### src/rtl/vec_buf_pkg.sv
// Shared types and sizing helpers for the QR-datapath vector buffer sequencer.
package vec_buf_pkg;

    localparam int VEC_LEN = 3;

    typedef enum logic [2:0] {
        IDLE,
        WRITE,
        WAIT_W,
        READ,
        WAIT_R,
        PRESENT
    } state_t;

    // Whole vectors that fit in a buffer FIFO of 2**addr_width elements.
    function automatic int max_vecs(input int addr_width);
        return (2 ** addr_width) / VEC_LEN;
    endfunction

endpackage

### src/rtl/vector_buffer_ctrl_if.sv
// Start/done handshake bus between the sequencer and the three-element vector buffer.
interface vector_buffer_ctrl_if #(
    parameter int DATA_WIDTH = 16
);

    logic                  buf_start_write;
    logic [DATA_WIDTH-1:0] buf_wdata;
    logic                  buf_done_load;
    logic                  buf_start_read;
    logic [DATA_WIDTH-1:0] buf_rdata;
    logic                  buf_done_read;

    modport master (
        output buf_start_write, buf_wdata, buf_start_read,
        input  buf_done_load, buf_rdata, buf_done_read
    );

    modport slave (
        input  buf_start_write, buf_wdata, buf_start_read,
        output buf_done_load, buf_rdata, buf_done_read
    );

endinterface

### src/rtl/vec_collector.sv
// Gathers three upstream elements into one vector; holds it (full) until cleared.
module vec_collector
    import vec_buf_pkg::*;
#(
    parameter int DATA_WIDTH = 16
) (
    input  logic                          clk,
    input  logic                          reset,
    input  logic                          in_valid,
    output logic                          in_ready,
    input  logic [DATA_WIDTH-1:0]         in_data,
    input  logic                          clear,
    output logic                          full,
    output logic [VEC_LEN*DATA_WIDTH-1:0] vec
);

    logic [1:0] beat;

    assign in_ready = ~full;

    // NOTE: all state here updates with <= so every register samples pre-edge values.
    always_ff @(posedge clk) begin
        if (reset) begin
            beat <= '0;
            full <= 1'b0;
            // NOTE: element registers are reset too; only three words, and it keeps sim free of X.
            vec  <= '0;
        end else begin
            if (clear)
                full <= 1'b0;
            if (in_valid && !full) begin
                for (int k = 0; k < VEC_LEN; k++)
                    if (beat == 2'(k))
                        vec[k*DATA_WIDTH +: DATA_WIDTH] <= in_data;
                if (beat == 2'(VEC_LEN - 1)) begin
                    beat <= '0;
                    full <= 1'b1;
                end else begin
                    beat <= beat + 2'd1;
                end
            end
        end
    end

endmodule

### src/rtl/vector_buffer_ctrl.sv
// Sequencer that writes collected vectors into the vector buffer and reads them back on demand.
module vector_buffer_ctrl
    import vec_buf_pkg::*;
#(
    parameter int DATA_WIDTH = 16,
    parameter int ADDR_WIDTH = 4,
    parameter int RD_LAT     = 1
) (
    input  logic                          clk,
    input  logic                          reset,
    input  logic                          in_valid,
    output logic                          in_ready,
    input  logic [DATA_WIDTH-1:0]         in_data,
    output logic                          out_valid,
    input  logic                          out_ready,
    output logic [VEC_LEN*DATA_WIDTH-1:0] out_vec,
    vector_buffer_ctrl_if.master          bus,
    output logic [2:0]                    vec_count
);

    localparam logic [2:0] MAX_CNT   = 3'(max_vecs(ADDR_WIDTH));
    localparam logic [2:0] LAST_SLOT = 3'(VEC_LEN + RD_LAT);

    state_t                        state;
    logic [2:0]                    phase_cnt;
    logic [VEC_LEN*DATA_WIDTH-1:0] col_vec;
    logic [VEC_LEN*DATA_WIDTH-1:0] wr_vec;
    logic                          col_full;
    logic                          rd_go;
    logic                          wr_go;

    // Read wins over write so downstream demand is never starved by a steady inflow.
    assign rd_go = (state == IDLE) && (vec_count != 3'd0) && out_ready;
    assign wr_go = (state == IDLE) && !rd_go && col_full && (vec_count < MAX_CNT);

    vec_collector #(.DATA_WIDTH(DATA_WIDTH)) u_collector (
        .clk      (clk),
        .reset    (reset),
        .in_valid (in_valid),
        .in_ready (in_ready),
        .in_data  (in_data),
        .clear    (wr_go),
        .full     (col_full),
        .vec      (col_vec)
    );

    always_ff @(posedge clk) begin
        if (reset) begin
            state               <= IDLE;
            phase_cnt           <= '0;
            wr_vec              <= '0;
            out_vec             <= '0;
            out_valid           <= 1'b0;
            vec_count           <= '0;
            bus.buf_start_write <= 1'b0;
            bus.buf_wdata       <= '0;
            bus.buf_start_read  <= 1'b0;
        end else begin
            case (state)
                IDLE: begin
                    phase_cnt <= '0;
                    if (rd_go) begin
                        state              <= READ;
                        bus.buf_start_read <= 1'b1;
                    end else if (wr_go) begin
                        // Snapshot lets the collector refill while this vector streams out.
                        state               <= WRITE;
                        bus.buf_start_write <= 1'b1;
                        wr_vec              <= col_vec;
                    end
                end
                WRITE: begin
                    for (int k = 0; k < VEC_LEN; k++)
                        if (phase_cnt == 3'(k))
                            bus.buf_wdata <= wr_vec[k*DATA_WIDTH +: DATA_WIDTH];
                    phase_cnt <= phase_cnt + 3'd1;
                    if (phase_cnt == 3'(VEC_LEN - 1))
                        state <= WAIT_W;
                end
                WAIT_W: begin
                    if (bus.buf_done_load) begin
                        state               <= IDLE;
                        bus.buf_start_write <= 1'b0;
                        vec_count           <= vec_count + 3'd1;
                    end
                end
                READ, WAIT_R: begin
                    if (phase_cnt != '1)
                        phase_cnt <= phase_cnt + 3'd1;
                    // Slot k lands RD_LAT cycles after the buffer's (k+1)-th read strobe.
                    for (int k = 0; k < VEC_LEN; k++)
                        if (phase_cnt == 3'(1 + k + RD_LAT))
                            out_vec[k*DATA_WIDTH +: DATA_WIDTH] <= bus.buf_rdata;
                    if (state == READ && phase_cnt == 3'(VEC_LEN - 1))
                        state <= WAIT_R;
                    if (state == WAIT_R && phase_cnt >= LAST_SLOT && bus.buf_done_read) begin
                        state              <= PRESENT;
                        bus.buf_start_read <= 1'b0;
                        out_valid          <= 1'b1;
                        vec_count          <= vec_count - 3'd1;
                    end
                end
                PRESENT: begin
                    if (out_ready) begin
                        state     <= IDLE;
                        out_valid <= 1'b0;
                    end
                end
                default: state <= IDLE;
            endcase
        end
    end

endmodule

### src/flat_wrapper.sv
// flat-port wrapper written by rule: the top's interface ports become plain ports
module vector_buffer_ctrl_flat import vec_buf_pkg::*;
#(
    parameter int DATA_WIDTH = 16,
    parameter int ADDR_WIDTH = 4,
    parameter int RD_LAT     = 1
)
  (clk, reset, in_valid, in_ready, in_data, out_valid, out_ready, out_vec, vec_count, bus_buf_start_write, bus_buf_wdata, bus_buf_start_read, bus_buf_done_load, bus_buf_rdata, bus_buf_done_read);
  vector_buffer_ctrl_if #(.DATA_WIDTH(DATA_WIDTH)) bus_i ();
  input  logic clk;
  input  logic reset;
  input  logic in_valid;
  output logic in_ready;
  input  logic [DATA_WIDTH-1:0] in_data;
  output logic out_valid;
  input  logic out_ready;
  output logic [VEC_LEN*DATA_WIDTH-1:0] out_vec;
  output logic [2:0] vec_count;
  output wire logic [$bits(bus_i.buf_start_write)-1:0] bus_buf_start_write;
  output wire logic [$bits(bus_i.buf_wdata)-1:0] bus_buf_wdata;
  output wire logic [$bits(bus_i.buf_start_read)-1:0] bus_buf_start_read;
  input wire logic [$bits(bus_i.buf_done_load)-1:0] bus_buf_done_load;
  input wire logic [$bits(bus_i.buf_rdata)-1:0] bus_buf_rdata;
  input wire logic [$bits(bus_i.buf_done_read)-1:0] bus_buf_done_read;
  assign bus_buf_start_write = bus_i.buf_start_write;
  assign bus_buf_wdata = bus_i.buf_wdata;
  assign bus_buf_start_read = bus_i.buf_start_read;
  assign bus_i.buf_done_load = bus_buf_done_load;
  assign bus_i.buf_rdata = bus_buf_rdata;
  assign bus_i.buf_done_read = bus_buf_done_read;
  vector_buffer_ctrl #(.DATA_WIDTH(DATA_WIDTH), .ADDR_WIDTH(ADDR_WIDTH), .RD_LAT(RD_LAT)) u_core (.clk(clk), .reset(reset), .in_valid(in_valid), .in_ready(in_ready), .in_data(in_data), .out_valid(out_valid), .out_ready(out_ready), .out_vec(out_vec), .bus(bus_i), .vec_count(vec_count));
endmodule
### config.mk
export PLATFORM = sky130hd
export DESIGN_NAME = vector_buffer_ctrl_flat
export DESIGN_NICKNAME = d
export VERILOG_FILES = /design/src/rtl/vec_buf_pkg.sv /design/src/rtl/vector_buffer_ctrl_if.sv /design/src/rtl/vec_collector.sv /design/src/rtl/vector_buffer_ctrl.sv /design/src/flat_wrapper.sv
export SDC_FILE = /design/constraint.sdc
export NUM_CORES = 1
export LEC_CHECK = 0
export BUFFER_PORTS_ARGS = -buffer_cell sky130_fd_sc_hd__buf_4
export CAP_MARGIN = 20
export CORE_AREA = 10 10 123 125
export DETAILED_ROUTE_END_ITERATION = 8
export DIE_AREA = 0 0 133 135
export MAX_ROUTING_LAYER = met4
export PLACE_DENSITY = 0.78
export SKIP_CTS_REPAIR_TIMING = 1
export SLEW_MARGIN = 10
export SYNTH_ARGS = -nofsm -noshare
export SYNTH_HDL_FRONTEND = slang
export SYNTH_SLANG_ARGS = --single-unit
export TNS_END_PERCENT = 1
### constraint.sdc
create_clock -name clk -period 2.82 [get_ports clk]
set_clock_uncertainty 0.15 [all_clocks]
set_input_delay 0.141 -clock clk [delete_from_list [all_inputs] [get_ports clk]]
set_output_delay 0.141 -clock clk [all_outputs]
set_load 0.005 [all_outputs]
# Word-level counts from Yosys, hierarchy flattened
# Cells that the tools add are included.
[totals]
ff_bits = 175
input_bits = 38
word_cells = 112
[classes]
addsub = 4
n_lt_le_gt_ge = 2
eq_ne = 22
muxes = 30
bitwise_logic = 2
reduce_logical = 36
[ops]
columns = ["operator", "n"]
rows = [
  ["two-way mux 16 bit", 3],
  ["two-way mux 3 bit", 10],
  ["AND reduction 2 bit", 8],
  ["one-hot mux 3 bit (5 select lines)", 1],
  ["equality test 3 x 2 -> 1 bit (second input constant)", 4],
  ["AND reduction 3 bit", 4],
  ["two-way mux 1 bit", 10],
  ["equality test 3 bit (second input constant)", 3],
  ["logical AND 1 bit", 9],
  ["one-hot mux 3 bit (3 select lines)", 1],
  ["nonzero test 3 bit", 3],
  ["!= test 2 x 1 -> 1 bit (second input constant)", 4],
  ["!= test 2 bit (second input constant)", 4],
  ["nonzero test 2 bit", 4],
  ["adder 3 x 1 -> 3 bit (second input constant)", 2],
  ["equality test 3 x 1 -> 1 bit (second input constant)", 2],
  ["zero test 3 bit", 2],
  ["one-hot mux 1 bit (2 select lines)", 3],
  ["one-hot mux 3 bit (2 select lines)", 1],
  ["AND reduction 5 bit", 1],
  ["AND reduction 4 bit", 1],
  ["greater-or-equal comparator 3 bit (second input constant)", 1],
  ["< comparator 3 bit (second input constant)", 1],
  ["!= test 3 x 1 -> 1 bit (second input constant)", 1],
  ["11 further kinds", 13],
]

# Depth between registers and ports, before layout
[logic_depth]
depth_word = 10
depth_mapped = 8
ltp_nobuf = 6

# Modules after synthesis
# From an unflattened synthesis, not the netlist that was laid out.
[hier_totals]
hier_cells = 857
area_unflattened_um2 = 6906.6
[modules_own_cells]
columns = ["mod", "n_inst", "cells_per_inst", "area_each_um2", "seq_area_each_um2"]
rows = [
  ["vector_buffer_ctrl", 1, 631, 5083.6, 2482.4],
  ["vec_collector", 1, 226, 1823.0, 1021.0],
]

# Worst setup path after synthesis
# OpenSTA, ideal clock, no wires.
[synth_path]
path_kind = "flip-flop to flip-flop"
startpoint = "register u_core.state[2]"
endpoint = "register u_core.vec_count[2]"
setup_ns = 0.121
arrival_ns = 1.833
t_required_ns = 2.549
path_slack_ns = 0.716
path_stages_with_launch = 8
period_less_slack_ns = 2.104
cell_sequence = "dfxtp_1 buf_4 nand3b_1 nand2_1 fa_1 a21o_1 a21oi_1 mux2_2"
[synth_via]
elab_chain_cells = 5
word_cells_on_any_way = 11
cone_classes = "eq/ne: 5; mux: 1; reduce/logical: 5"
[synth_rtl]
columns = ["element", "line", "text"]
rows = [
  ["from (decl)", "vector_buffer_ctrl.sv:24", "state_t state;"],
  ["from (signal assigned)", "vector_buffer_ctrl.sv:49", "state <= IDLE;"],
  ["from (signal assigned)", "vector_buffer_ctrl.sv:63", "state <= READ;"],
  ["from (signal assigned)", "vector_buffer_ctrl.sv:67", "state <= WRITE;"],
  ["equality test 3 bit", "vector_buffer_ctrl.sv:59, vector_buffer_ctrl.sv:96", ""],
  ["logical AND 1 bit (2 in a row)", "vector_buffer_ctrl.sv:96", "if (state == WAIT_R && phase_cnt >= LAST_SLOT && bus.buf_done_read) begin"],
  ["!= test 2 x 1 -> 1 bit (no line)", "n/a", ""],
  ["AND reduction 3 bit (no line)", "n/a", ""],
  ["to (signal assigned)", "vector_buffer_ctrl.sv:84", "vec_count <= vec_count + 3'd1;"],
  ["to (signal assigned)", "vector_buffer_ctrl.sv:100", "vec_count <= vec_count - 3'd1;"],
  ["to (decl)", "vector_buffer_ctrl.sv:18", "output logic [2:0] vec_count"],
]
# Several ways; a longest one is shown, not always the timed one.
# A chain may end at the register's enable or synchronous reset.

# Worst setup path after layout
[layout_path]
startpoint = "register u_core.phase_cnt[2]"
endpoint = "register u_core.out_vec[30]"
[layout_via]
elab_chain_cells = 2
[layout_rtl]
columns = ["element", "line", "text"]
rows = [
  ["from (decl)", "vector_buffer_ctrl.sv:25", "logic [2:0] phase_cnt;"],
  ["from (signal assigned)", "vector_buffer_ctrl.sv:76", "phase_cnt <= phase_cnt + 3'd1;"],
  ["from (signal assigned)", "vector_buffer_ctrl.sv:89", "phase_cnt <= phase_cnt + 3'd1;"],
  ["equality test 3 x 2 -> 1 bit", "vector_buffer_ctrl.sv:92", "if (phase_cnt == 3'(1 + k + RD_LAT))"],
  ["AND reduction 2 bit (no line)", "n/a", ""],
  ["to (signal, indexed assignment)", "vector_buffer_ctrl.sv:93", "out_vec[k*DATA_WIDTH +: DATA_WIDTH] <= bus.buf_rdata;"],
  ["to (decl)", "vector_buffer_ctrl.sv:16", "output logic [VEC_LEN*DATA_WIDTH-1:0] out_vec,"],
]
# No other way between the ends.

==> tab_implementation.tex <==
\begin{tabular}{lr}
\hline
Metric & Value \\
\hline
\multicolumn{2}{l}{\textbf{Die}} \\
Effective utilization at floorplan & 0.552 \\
Die Width & 133 µm \\
DIE HEIGHT & 135 µm \\
Number of cell rows & 41 \\
Core area & 12600 µm² \\
Die ar. & 18000 µm² \\
Top Ports & 109 \\
\multicolumn{2}{l}{\textbf{Layout}} \\
Final standard cell utilization of the core & 0.696 \\
Layout Cell Area excl Fill & slightly below 9000 µm² \\
Diode count & 0 \\
Nets & between 900 and 1000 \\
Most frequent cells in the layout & sky130\_fd\_sc\_hd\_\_nand2\_1 (214), sky130\_fd\_sc\_hd\_\_dfxtp\_1 (175), sky130\_fd\_sc\_hd\_\_buf\_4 (125), sky130\_fd\_sc\_hd\_\_a21oi\_1 (118), sky130\_fd\_sc\_hd\_\_nor2\_1 (75) \\
FILL cells & 982 \\
Leading cell type in the layout, fill and taps excluded & sky130\_fd\_sc\_hd\_\_nand2\_1 \\
Share of layout cells above drive strength 1 & 0.180 \\
Relative area change from synthesis to final layout & 26.0\% \\
\multicolumn{2}{l}{\textbf{STA}} \\
Tightest hold margin & 0.0258 ns \\
Slack of the critical path & between 0.5 and 0.6 ns \\
Fin crit share & 0.802 \\
Count of pins over their slew limit & 0 \\
Peak clock frequency supported by timing & between 0.4 and 0.5 GHz \\
Setup TNS & 0 ns \\
Max-slew headroom at the worst pin & 0.424 \\
Post-layout min period & 2.26 ns \\
Slew @ Worst Pin & 0.864 ns \\
RSZ-0062 raised after global routing & false \\
Hold Fails Final Rpt & 0 \\
Setup-violating endpoint count in the final report & 0 \\
\multicolumn{2}{l}{\textbf{Critical path}} \\
Length in cells of the worst reg-to-reg path & 5 \\
Critical path class & reg -> reg \\
Maximum fanout count along the critical path & 16 \\
Buf/Inv on CP & 1 \\
Depth of the critical timing path with buffers and inverters included & 5 \\
Critical path data required time & 2.95 ns \\
Launching element type of the critical path & register \\
Delay of the slowest critical-path stage & 0.74 ns \\
Register-to-register setup slack & approximately 0.56 ns \\
Worst-path cell chain & inv\_1 > ha\_1 > a21bo\_1 > mux2i\_1 > nor2\_1 \\
Kind of cell with the highest combined delay on the critical path & compound AO/OA/AOI/OAI gates \\
Data arrival time of the critical path & 2.39 ns \\
Critical path endpoint category & register \\
Slowest CP cell & sky130\_fd\_sc\_hd\_\_a21bo\_1 \\
\multicolumn{2}{l}{\textbf{Global route}} \\
Overflow left after global routing & 0 \\
Number of antenna violations at the first check in global routing & 0 \\
Largest net degree at the start of global routing & 72 \\
Via count of the first global-routing pass & 5136 \\
Met1 GRT Util & 0.264 \\
Total routing usage reported by global routing & 0.188 \\
Highest-utilization routing layer at the global route stage & met1 \\
First-pass GRT wire length & $\sim$27 mm \\
Global routing met2 resource utilization & 0.260 \\
Met3 Track Usage GR & 0.0490 \\
\multicolumn{2}{l}{\textbf{Yosys}} \\
Ys flop type & sky130\_fd\_sc\_hd\_\_dfxtp\_1 \\
Share of flip-flops with an asynchronous set or reset after synthesis & 0 \\
Yosys warns & 0 \\
Combined area of all synthesized cells & 6940 µm² \\
Post-synthesis sequential area ratio & 0.505 \\
Synthesis-stage register bit count & $\sim$180 \\
Mean instance size in the synthesized netlist & 8.61 µm² \\
Total nets after synthesis & 851 \\
Number of unique standard cell types used by synthesis & about 50 \\
EDFF count, synth & 0 \\
Synthesized instance count & 806 \\
\multicolumn{2}{l}{\textbf{Route}} \\
Total via count in the routed design & roughly 5800 \\
Number of nets with antenna violations after detailed routing & 0 \\
Wire length reported by the detailed router & roughly 17 mm \\
WL/cell & 15.5 µm \\
DRC marker count from the first detailed-route iteration & 435 \\
Vias per Instance & 5.26 \\
Remaining design rule violation count & 0 \\
Number of optimization iterations in the first detailed-route pass & 5 \\
\multicolumn{2}{l}{\textbf{Place}} \\
Worst setup timing slack at the placement stage & 0.636 ns \\
Gpl congestion & 0.792 \\
Port buffer count & 108 \\
Sum of net half-perimeters after detailed placement & 11.1 mm \\
DP Area & 7780 µm² \\
\multicolumn{2}{l}{\textbf{Clock network}} \\
Clk Tree Root Cell & sky130\_fd\_sc\_hd\_\_clkbuf\_16 \\
Worst-Skew Late Latency & 0.43 ns \\
Number of clock sinks & 175 \\
Clock transition at path regs & roughly 0.060 ns \\
Total clock buffers created by CTS & 17 \\
H-tree level count & 4 \\
Clk buf depth & 2 \\
Clock tree from TritonCTS & yes \\
\multicolumn{2}{l}{\textbf{Worst hold path}} \\
Path category of the worst min-delay check & in -> reg \\
Number of stages on the worst hold path & 3 \\
\multicolumn{2}{l}{\textbf{Power}} \\
Total leakage power & 3.42 nW \\
Power density relative to cell area & 677 nW/µm² \\
Maximum vdd drop & 443 µV \\
\multicolumn{2}{l}{\textbf{Run}} \\
Number of maximum-capacitance violations & 0 \\
\multicolumn{2}{l}{\textbf{Status}} \\
Result of the run & finished, final reports clean \\
\hline
\end{tabular}
==> where the power goes <==
group | total, mW | internal [mW] | leakage, nW | switching (mW)
sequential | 2.58 | 2.54 | 1.41 | 0.0453
clock | 2.51 | 1.53 | 0.319 | 0.985
combinational | 0.828 | 0.332 | 1.69 | 0.496
==> cells by family (layout without fill, tap and decap cells) <==
| family | after synthesis | after routing | synth area share |
|---|---|---|---|
| flip-flops | 175 | 175 | 0.505 |
| buffers and inverters | 68 | 196 | 0.0519 |
| adder cells (fa/ha/maj) | 7 | 7 | 0.0137 |
| XOR/XNOR | 1 | 1 | 0.00126 |
| multiplexers | 68 | 68 | 0.0982 |
| AO/OA/AOI/OAI | 161 | 161 | 0.136 |
| AND/OR/NAND/NOR | 326 | 326 | 0.194 |
==> flip-flops by register name, indices dropped and copies added (netlist names) <==
signal / cells
u_core.out_vec: 48
u_core.bus.buf_start_write: 1
u_core.wr_vec: 48
u_core.u_collector.vec: 48
u_core.vec_count: 3
u_core.u_collector.beat: 2
u_core.out_valid: 1
u_core.bus.buf_wdata: 16
u_core.state: 3
u_core.phase_cnt: 3
u_core.bus.buf_start_read: 1
u_core.u_collector.full: 1
==> cells in the mapped netlist, drive strengths merged (3+ instances only) <==
cell	n	area, µm²
o21ai	6	30.0
nand2	214	803
a211o	18	158
a21oi	120	623
nand4	3	18.8
nor2	75	282
nand2b	5	31.3
nor2b	3	18.8
dfxtp	175	3500
mux2i	67	671
inv	6	22.5
clkbuf	40	150
or3b	3	26.3
nor3b	3	32.5
ha	6	75.1
nor3	8	45.0
buf	22	188
==> layout make-up <==
| type | count | area, µm² | area share |
|---|---|---|---|
| Clock buffer | 18 | 439 | 0.0502 |
| Clock inverter | 14 | 205 | 0.0235 |
| Inverter | 6 | 22.5 | 0.00258 |
| Multi-Input combinational cell | 563 | 3080 | 0.352 |
| Sequential cell | 175 | 3500 | 0.401 |
| Tap cell | 172 | 215 | 0.0246 |
| Timing Repair Buffer | 158 | 1280 | 0.146 |
==> through the flow <==
stage / total power [mW] / instances
2_1_floorplan: 3.24 / 806
5_1_grt: 6.17 / 1106
3_3_place_gp: 3.41 / 1042
4_1_cts: 5.93 / 1074
3_5_place_dp: 3.43 / 1042
6_report: 5.92 / 1106
==> path summary, 6_finish.rpt <==
| path | startpoint | to |
|---|---|---|
| worst max-delay path | u_core.phase_cnt[2] | u_core.out_vec[30] |
| worst min-delay path | bus_buf_done_load | u_core.bus.buf_start_write |
| worst max register to register | u_core.phase_cnt[2] | u_core.out_vec[30] |
| worst min register to register | u_core.u_collector.vec[5] | u_core.wr_vec[5] |
==> per-layer routing <==
metal	vias up	routed length, µm
met5	-	0
met4	0	150
met3	9	1140
met2	197	7570
met1	2700	8330
li1	2916	-
==> worst register-to-register path: stages (launching register included) <==
cell	delay, ns
sky130_fd_sc_hd__dfxtp_1	0.52
sky130_fd_sc_hd__inv_1	0.14
sky130_fd_sc_hd__ha_1	0.21
sky130_fd_sc_hd__a21bo_1	0.74
sky130_fd_sc_hd__mux2i_1	0.30
sky130_fd_sc_hd__nor2_1	0.07
No activity file was read; power rests on OpenSTA's default activity.
